<file path="src/rtl/class_pkg.sv">
// Shared types and defaults for the per-entry reuse classification counters.
package class_pkg;

  typedef enum logic [1:0] {
    AGE_IDLE,
    AGE_SWEEP,
    AGE_DONE
  } age_state_t;

  localparam int unsigned DefNumEntries = 32;
  localparam int unsigned DefCtrW       = 2;
  localparam int unsigned DefThresh     = 1;
  localparam int unsigned DefAgePeriod  = 1024;

  function automatic int unsigned ctr_max(input int unsigned ctr_w);
    return (32'd1 << ctr_w) - 32'd1;
  endfunction

endpackage

</file>
<file path="src/rtl/class_sat_ctr.sv">
// One saturating reuse counter: clear beats increment beats halve.
module class_sat_ctr
  import class_pkg::*;
#(
  parameter int unsigned CTR_W  = DefCtrW,
  parameter int unsigned THRESH = DefThresh
) (
  input  logic             clk,
  input  logic             rst,
  input  logic             clr,
  input  logic             inc,
  input  logic             halve,
  output logic [CTR_W-1:0] value,
  output logic             class_bit
);

  localparam logic [CTR_W-1:0] CtrMax    = CTR_W'(ctr_max(CTR_W));
  localparam logic [CTR_W-1:0] ThreshVal = CTR_W'(THRESH);

  logic [CTR_W-1:0] ctr_q, ctr_d;

  always_comb begin
    ctr_d = ctr_q;
    if (clr) begin
      ctr_d = '0;
    end else if (inc) begin
      // Check saturation before adding so the counter never wraps.
      ctr_d = (ctr_q == CtrMax) ? ctr_q : ctr_q + CTR_W'(1);
    end else if (halve) begin
      ctr_d = ctr_q >> 1;
    end
  end

  always_ff @(posedge clk or negedge rst) begin
    if (!rst) begin
      ctr_q <= '0;
    end else begin
      ctr_q <= ctr_d;
    end
  end

  assign value     = ctr_q;
  assign class_bit = (ctr_q >= ThreshVal);

endmodule

</file>
<file path="src/rtl/class_ctr_array.sv">
// Array of saturating reuse counters with periodic aging sweeps.
// Optional hit/promotion statistics are compiled in with CLASS_STATS_EN.
module class_ctr_array
  import class_pkg::*;
#(
  parameter int unsigned NUM_ENTRIES = DefNumEntries,
  parameter int unsigned ADDR_W      = $clog2(NUM_ENTRIES),
  parameter int unsigned CTR_W       = DefCtrW,
  parameter int unsigned THRESH      = DefThresh,
  parameter int unsigned AGE_PERIOD  = DefAgePeriod
) (
  input  logic                   clk,
  input  logic                   rst,
  input  logic                   we,
  input  logic [ADDR_W-1:0]      write_addr,
  input  logic                   re,
  input  logic                   hit,
  input  logic [ADDR_W-1:0]      access_addr,
  input  logic                   age_req,
  output logic [NUM_ENTRIES-1:0] class_vec,
  input  logic [ADDR_W-1:0]      query_addr,
  output logic [CTR_W-1:0]       query_ctr,
  output logic                   age_busy,
  output logic                   age_done,
  output logic [31:0]            stat_hits,
  output logic [31:0]            stat_promotes
);

  localparam logic [ADDR_W-1:0] LastPtr    = ADDR_W'(NUM_ENTRIES - 1);
  localparam logic [31:0]       PeriodLast = 32'(AGE_PERIOD - 1);

  age_state_t        state_q, state_d;
  logic [ADDR_W-1:0] ptr_q, ptr_d;
  logic [31:0]       period_q, period_d;
  logic              trigger;
  logic [CTR_W-1:0]  ctr_val [NUM_ENTRIES];

  always_comb begin
    state_d  = state_q;
    ptr_d    = ptr_q;
    period_d = period_q;
    age_busy = 1'b0;
    age_done = 1'b0;
    trigger  = 1'b0;
    unique case (state_q)
      AGE_IDLE: begin
        trigger = age_req || ((AGE_PERIOD != 0) && (period_q == PeriodLast));
        if (trigger) begin
          state_d  = AGE_SWEEP;
          ptr_d    = '0;
          period_d = '0;
        end else begin
          period_d = period_q + 32'd1;
        end
      end
      AGE_SWEEP: begin
        age_busy = 1'b1;
        period_d = '0;
        ptr_d    = ptr_q + ADDR_W'(1);
        if (ptr_q == LastPtr) begin
          state_d = AGE_DONE;
        end
      end
      AGE_DONE: begin
        age_done = 1'b1;
        period_d = '0;
        state_d  = AGE_IDLE;
      end
      default: state_d = AGE_IDLE;
    endcase
  end

  always_ff @(posedge clk or negedge rst) begin
    if (!rst) begin
      state_q  <= AGE_IDLE;
      ptr_q    <= '0;
      period_q <= '0;
    end else begin
      state_q  <= state_d;
      ptr_q    <= ptr_d;
      period_q <= period_d;
    end
  end

  for (genvar i = 0; i < NUM_ENTRIES; i++) begin : g_cell
    logic clr, inc, halve;
    assign clr   = we && (write_addr == ADDR_W'(i));
    assign inc   = re && hit && (access_addr == ADDR_W'(i));
    assign halve = age_busy && (ptr_q == ADDR_W'(i));

    class_sat_ctr #(
      .CTR_W (CTR_W),
      .THRESH(THRESH)
    ) u_ctr (
      .clk      (clk),
      .rst      (rst),
      .clr      (clr),
      .inc      (inc),
      .halve    (halve),
      .value    (ctr_val[i]),
      .class_bit(class_vec[i])
    );
  end

  assign query_ctr = ctr_val[query_addr];

`ifdef CLASS_STATS_EN
  logic [31:0]            hits_q, promotes_q;
  logic [NUM_ENTRIES-1:0] class_prev_q;
  logic                   hit_counted, promoted;

  // A hit swallowed by a same-entry fill is not a counted hit.
  assign hit_counted = re && hit && !(we && (write_addr == access_addr));
  assign promoted    = |(class_vec & ~class_prev_q);

  always_ff @(posedge clk or negedge rst) begin
    if (!rst) begin
      hits_q       <= '0;
      promotes_q   <= '0;
      class_prev_q <= '0;
    end else begin
      class_prev_q <= class_vec;
      if (hit_counted && (hits_q != '1)) begin
        hits_q <= hits_q + 32'd1;
      end
      if (promoted && (promotes_q != '1)) begin
        promotes_q <= promotes_q + 32'd1;
      end
    end
  end

  assign stat_hits     = hits_q;
  assign stat_promotes = promotes_q;
`else
  assign stat_hits     = '0;
  assign stat_promotes = '0;
`endif

endmodule
</file>
<file path="config.mk">
export PLATFORM = sky130hd
export DESIGN_NAME = class_ctr_array
export DESIGN_NICKNAME = d
export VERILOG_FILES = /design/src/rtl/class_pkg.sv /design/src/rtl/class_sat_ctr.sv /design/src/rtl/class_ctr_array.sv
export SDC_FILE = /design/constraint.sdc
export NUM_CORES = 1
export LEC_CHECK = 0
export CORE_UTILIZATION = 55
export DETAILED_ROUTE_END_ITERATION = 7
export PLACE_DENSITY_LB_ADDON = 0.05
export SLEW_MARGIN = 25
export SYNTH_ARGS = -nofsm -noshare
export SYNTH_HDL_FRONTEND = slang
export SYNTH_SLANG_ARGS = --single-unit
</file>
<file path="constraint.sdc">
create_clock -name clk -period 3.89 [get_ports clk]
set_clock_uncertainty 0.1 [all_clocks]
set_input_delay 0.778 -clock clk [delete_from_list [all_inputs] [get_ports clk]]
set_output_delay 0.778 -clock clk [all_outputs]
set_load 0.03 [all_outputs]
</file>
==> results of run 1 <==
==> worst max path at each step <==
| stage | slack (ps) | to | depth (start not counted) | startpoint |
|---|---|---|---|---|
| final | 130 | query_ctr[0] | 6 | query_addr[1] |
| after global routing | 70 | query_ctr[1] | 6 | query_addr[1] |
| after CTS | 20 | query_ctr[1] | 6 | query_addr[1] |
| after detailed placement | -370 | query_ctr[0] | 6 | query_addr[0] |
| after global placement | -320 | query_ctr[0] | 6 | query_addr[0] |
| after floorplan | 410 | query_ctr[0] | 5 | query_addr[1] |
==> worst register-to-register path: stages, from the launching register on <==
cell and delay, ps:
dfrtp_1 420, inv_1 100, ha_1 580, nor4b_1 480, o311ai_0 350, nor3b_1 230, a2111oi_0 370
==> sequential cells by signal, summed over array words and instances (netlist names) <==
signal and count:
g_cell.u_ctr.value 64, period_q 32, ptr_q 5, state_q 2
==> through the flow <==
stage,setup WS [ps],util,hold slack (ps),setup TNS [ps],power (mW)
after global routing,72.1,0.604,490,0,4.30
after global placement,-316,0.583,425,-624,3.11
final,126,0.604,426,0,4.04
after floorplan,407,-,382,0,2.77
after detailed placement,-371,0.583,437,-704,3.16
after CTS,21.0,0.605,455,0,4.06
==> logic make-up (layout without fill, tap and decap cells) <==
logic type,after synthesis,in the layout,synth area share
mux,22,22,0.0570
flops,103,103,0.311
compound gates,130,130,0.110
simple gates,361,361,0.229
fa+ha+maj,75,75,0.113
xor+xnor,26,26,0.0275
other cells,1,64,0.000452
buf+inv,231,186,0.151
==> layer usage <==
metal	part of all wire	vias to the layer above
met5	0	-
met4	0.028	0
met3	0.066	45
met2	0.47	284
met1	0.43	3280
li1	-	3178
==> layout make-up <==
cell class                      count  share of cell area
Multi-Input combinational cell    678               0.531
Inverter                          103              0.0437
Sequential cell                   103               0.291
Tap cell                          184              0.0260
Timing Repair Buffer               67              0.0767
Clock buffer                       10              0.0259
Clock inverter                      6             0.00594
==> layout by cell type (no fill, tap or decap), types with 21 or more instances in the layout <==
master / count
a21oi_1: 35
a22oi_1: 21
clkdlybuf4s50_1: 52
conb_1: 64
dfrtp_1: 103
ha_1: 75
inv_1: 103
nand2_1: 71
nand3b_1: 21
nor2_1: 99
nor4_1: 33
xor2_1: 22
==> power by group <==
part	internal [mW]	switching [mW]
Combinational	0.658	0.965
Clock	0.445	0.445
Sequential	1.24	0.292
==> what timing repair did <==
action	in CTS	in global routing
gates resized for setup	7	4
buffers inserted	1	0
cloned	1	0
endpoints found under the setup margin	2	2
==> metrics.txt, run 1 <==
DR iter-0 viols=slightly above 600; VDD IR-drop max=~0.30 mV; via count=between 6000 and 7000; H-Tree Depth=3; Root Buffer=clkbuf_16; run status=finished with violations; Ys Warns=0; asr flop ratio synth=1.00; Die X=~120 um; Tightest Pin Transition=between 800 and 900 ps; Filler Cells Inserted=between 1000 and 1500; failing checks=DRC; Setup Crit Path Kind=in -> out; Initial Util=0.566; delay-heaviest family, CP=multiplexers; TritonCTS clock tree=done; CTS clk-pin slew, worst paths=80 ps; # diodes=0; number of synthesized flops with an enable pin=0; row cnt=44; IO Port Bufs=56; Final #Nets=between 1000 and 1500; Fmax=roughly 270 MHz; Cell variety after synth=59; Post-DP Area=around 8500 sq um; min-delay worst type=in -> async; Max-cap violations=0; max incr delay on CP=between 500 and 600 ps; DRC Markers=22; syn_area_per_cell=8.74 sq um; clock latency at the later pin of the worst-skew pair=360 ps; Core ar.=approximately 15000 sq um; Startpoint Class=input port; Routability Congestion=0.924; Pre-antenna DRT Iters=8; first-pass GRT wire length=34300 um; CTS Sinks=between 100 and 150; met3 usage=0.0528; antenna-violating nets left=0; drt wl/cell=around 18 um; Via density=5.90; clock buffer depth=2; Total GRT Usage=0.282; Post-synth top cells=dfrtp_1, inv_1, nor2_1; Routed WL=between 20000 and 25000 um; Reg-to-Reg Start=state_q[1]; vias in the first global route=between 6000 and 7000; grt peak-use layer=met2; GRT overflow=0; top_reg_cell synth=dfrtp_1; Crit path required time=roughly 3000 ps; Layout Cells excl Fill=1151; RSZ-0062 raised after global routing=no; hold_buf cts=0; IO Pins=121; leading area contributor after synthesis=dfrtp_1; Power Density=around 460 nW/um^2; largest cells by area after synthesis=dfrtp_1, ha_1, buf_4, mux4_2, inv_1; fin crit period=3760 ps; critical path capture point type=output port; Area Growth Syn to Fin=6.78%; register area share after synthesis=0.311; Max FO, Critical Path=8; Worst R2R Setup Slack=about 1200 ps; Max-Slew Margin vs Limit=0.447; r2r endpoint=g_cell[3].u_ctr.value[0]; final non-filler cell area=~9000 sq um; initial antenna violation count=0; total die area=between 15000 and 20000 sq um; layout cell share with drive strength beyond 1=0.0714; Final Max Slew Viols=0; HPWL after detailed placement=~16000 um; Leakage=3.95 nW; FF+latch count, synth=103; final hold violation count=0; post-synthesis cell area=8290 sq um; critical path, cell by cell=clkdlybuf4s50_1, buf_12, mux4_2, mux4_2, mux2_2, buf_2; WP buf/inv=3; synthesized instance count=949; Final setup viols=0; area of the multi-input gates=~4700 sq um; R2R depth=6; largest net degree at the start of global routing=63; WP data arrival=a little under 3000 ps; Final Cycle Share=0.968; GR Util met2=0.456; Placed Instances=1133; GR Util met1=0.373; post-synth top area share=0.311; CTS buffer count=9; Crit-path slowest cell=clkdlybuf4s50_1; FF/Latch Area=roughly 2600 sq um; chip height=125 um; most used cell, CP=mux4_2
(Power assumes the default switching activity.)
==> run 2, diff against run 1 <==
- DONT_BUFFER_PORTS: not set -> 1
==> metrics.txt, run 2 (same netlist as run 1, synthesis figures left out) <==
Area Growth Syn to Fin=0.257%; Post-Place Setup Slack=~880 ps; most frequent cells in the layout=inv_1, dfrtp_1, nor2_1, ha_1, nand2_1; first-pass GRT wire length=about 34000 um; Setup crit end=query_ctr[1]; IO Pins=121; Setup Crit Path Kind=reg -> out; CTS clk-pin slew, worst paths=about 80 ps; Total GRT Usage=0.283; Tightest Pin Transition=just under 800 ps; Root Buffer=clkbuf_16; Routability Congestion=about 0.91; # diodes=0; Core ar.=about 15000 sq um; Final setup viols=0; VDD IR-drop max=around 0.25 mV; total die area=between 15000 and 20000 sq um; setup tns final=0 ps; Power Density=466 nW/um^2; Fmax=roughly 330 MHz; IO Port Bufs=0; r2r endpoint=g_cell[3].u_ctr.value[0]; WP data arrival=2180 ps; max reg flops=64; Tot Pwr=roughly 3.9 mW; H-Tree Depth=3; Filler Cells Inserted=approximately 1300; clock latency at the later pin of the worst-skew pair=360 ps; vias in the first global route=slightly above 6000; Initial Util=0.566; RSZ-0062 raised after global routing=no; largest net degree at the start of global routing=53; final hold violation count=0; Max FO, Critical Path=5; Die X=between 100 and 150 um; Max-cap violations=0; TritonCTS clock tree=done; CTS Sinks=approximately 100; failing checks=DRC; Final #Nets=about 1000; row cnt=44; run status=finished with violations; R2R depth=7; final worst setup slack=between 800 and 900 ps; Final Cycle Share=0.786; CP startpoint=g_cell[25].u_ctr.value[1]; Worst R2R Setup Slack=1270 ps; via count=6641; HPWL after detailed placement=approximately 16000 um; fin crit period=about 3100 ps; Max-Slew Margin vs Limit=0.477; Via density=slightly above 6; Leakage=3.73 nW; Startpoint Class=flip-flop; DR iter-0 viols=~570; antenna-violating nets left=0; Crit path required time=about 3000 ps; drt wl/cell=just under 20 um; chip height=~120 um; Pre-antenna DRT Iters=7; critical path capture point type=output port; DRC Markers=22; Reg-to-Reg Start=state_q[1]; layout cell share with drive strength beyond 1=0.0670; Final Max Slew Viols=0; Routed WL=approximately 22000 um; CTS buffer count=9; initial antenna violation count=0; GRT overflow=0; postcts setup bufs=0; min-delay worst type=in -> async; clock buffer depth=2
## run 2: cell count changes in the layout (fill, tap and decap cells not counted)
cell	delta
buf_12	-2
buf_16	+1
buf_2	-1
buf_4	-6
bufbuf_16	-1
bufinv_16	+1
clkbuf_1	-1
clkdlybuf4s50_1	-52
clkinv_2	+1
clkinvlp_4	-1
dlygate4sd2_1	-1
dlygate4sd3_1	+6
## run 2: how the worst min path moves through the flow
stage	cells after the start	to	slack [ps]
6_report	1	g_cell[7].u_ctr.value[1]	170
5_1_grt	1	g_cell[7].u_ctr.value[1]	190
4_1_cts	0	g_cell[0].u_ctr.value[1]	0.3
3_5_place_dp	0	g_cell[0].u_ctr.value[0]	390
3_3_place_gp	0	ptr_q[3]	390
2_1_floorplan	0	g_cell[0].u_ctr.value[0]	380
## run 2: cell type report
class                   instances  area [sq um]  area share
multi-input cells             678          4700       0.565
clock inverters                 7          80.1     0.00963
well taps                     184           230      0.0277
inverters                     103           387      0.0465
repair buffers                 11           115      0.0138
clock buffers                   9           225      0.0271
flip-flops and latches        103          2580       0.310
## run 2: critical path: stages, from the launching register on
cell and delay (ps):
dfrtp_1 450, mux4_2 500, mux4_2 500, mux2_2 370
## run 2: per-layer routing
| layer | wire (um) | global-route usage | part of all wire |
|---|---|---|---|
| met1 | 9220 | 0.363 | 0.43 |
| met2 | 10100 | 0.455 | 0.47 |
| met3 | 1470 | 0.0649 | 0.068 |
| met4 | 813 | 0.132 | 0.038 |
| met5 | 0 | 0 | 0 |
## run 2: metrics by stage
stage | cell area [sq um] | util | hold slack (ps) | std cells
finish | 8310 | 0.568 | 171 | 1095
global route | 8310 | 0.568 | 187 | 1095
CTS | 8310 | 0.567 | 0.297 | 1094
detailed placement | 7910 | 0.540 | 387 | 1071
global placement | 7910 | 0.540 | 387 | 1071
floorplan | 8530 | - | 382 | 1012
## run 2: what timing repair did
action,in CTS,in global routing
gates resized for setup,0,0
hold endpoints to repair,52,15
hold buffers,7,1
## run 2: report_power, final
group | total (mW) | internal, mW | switching (mW)
clock | 0.955 | 0.509 | 0.446
combinational | 1.39 | 0.443 | 0.943
sequential | 1.53 | 1.24 | 0.293
total | 3.87 | 2.19 | 1.68
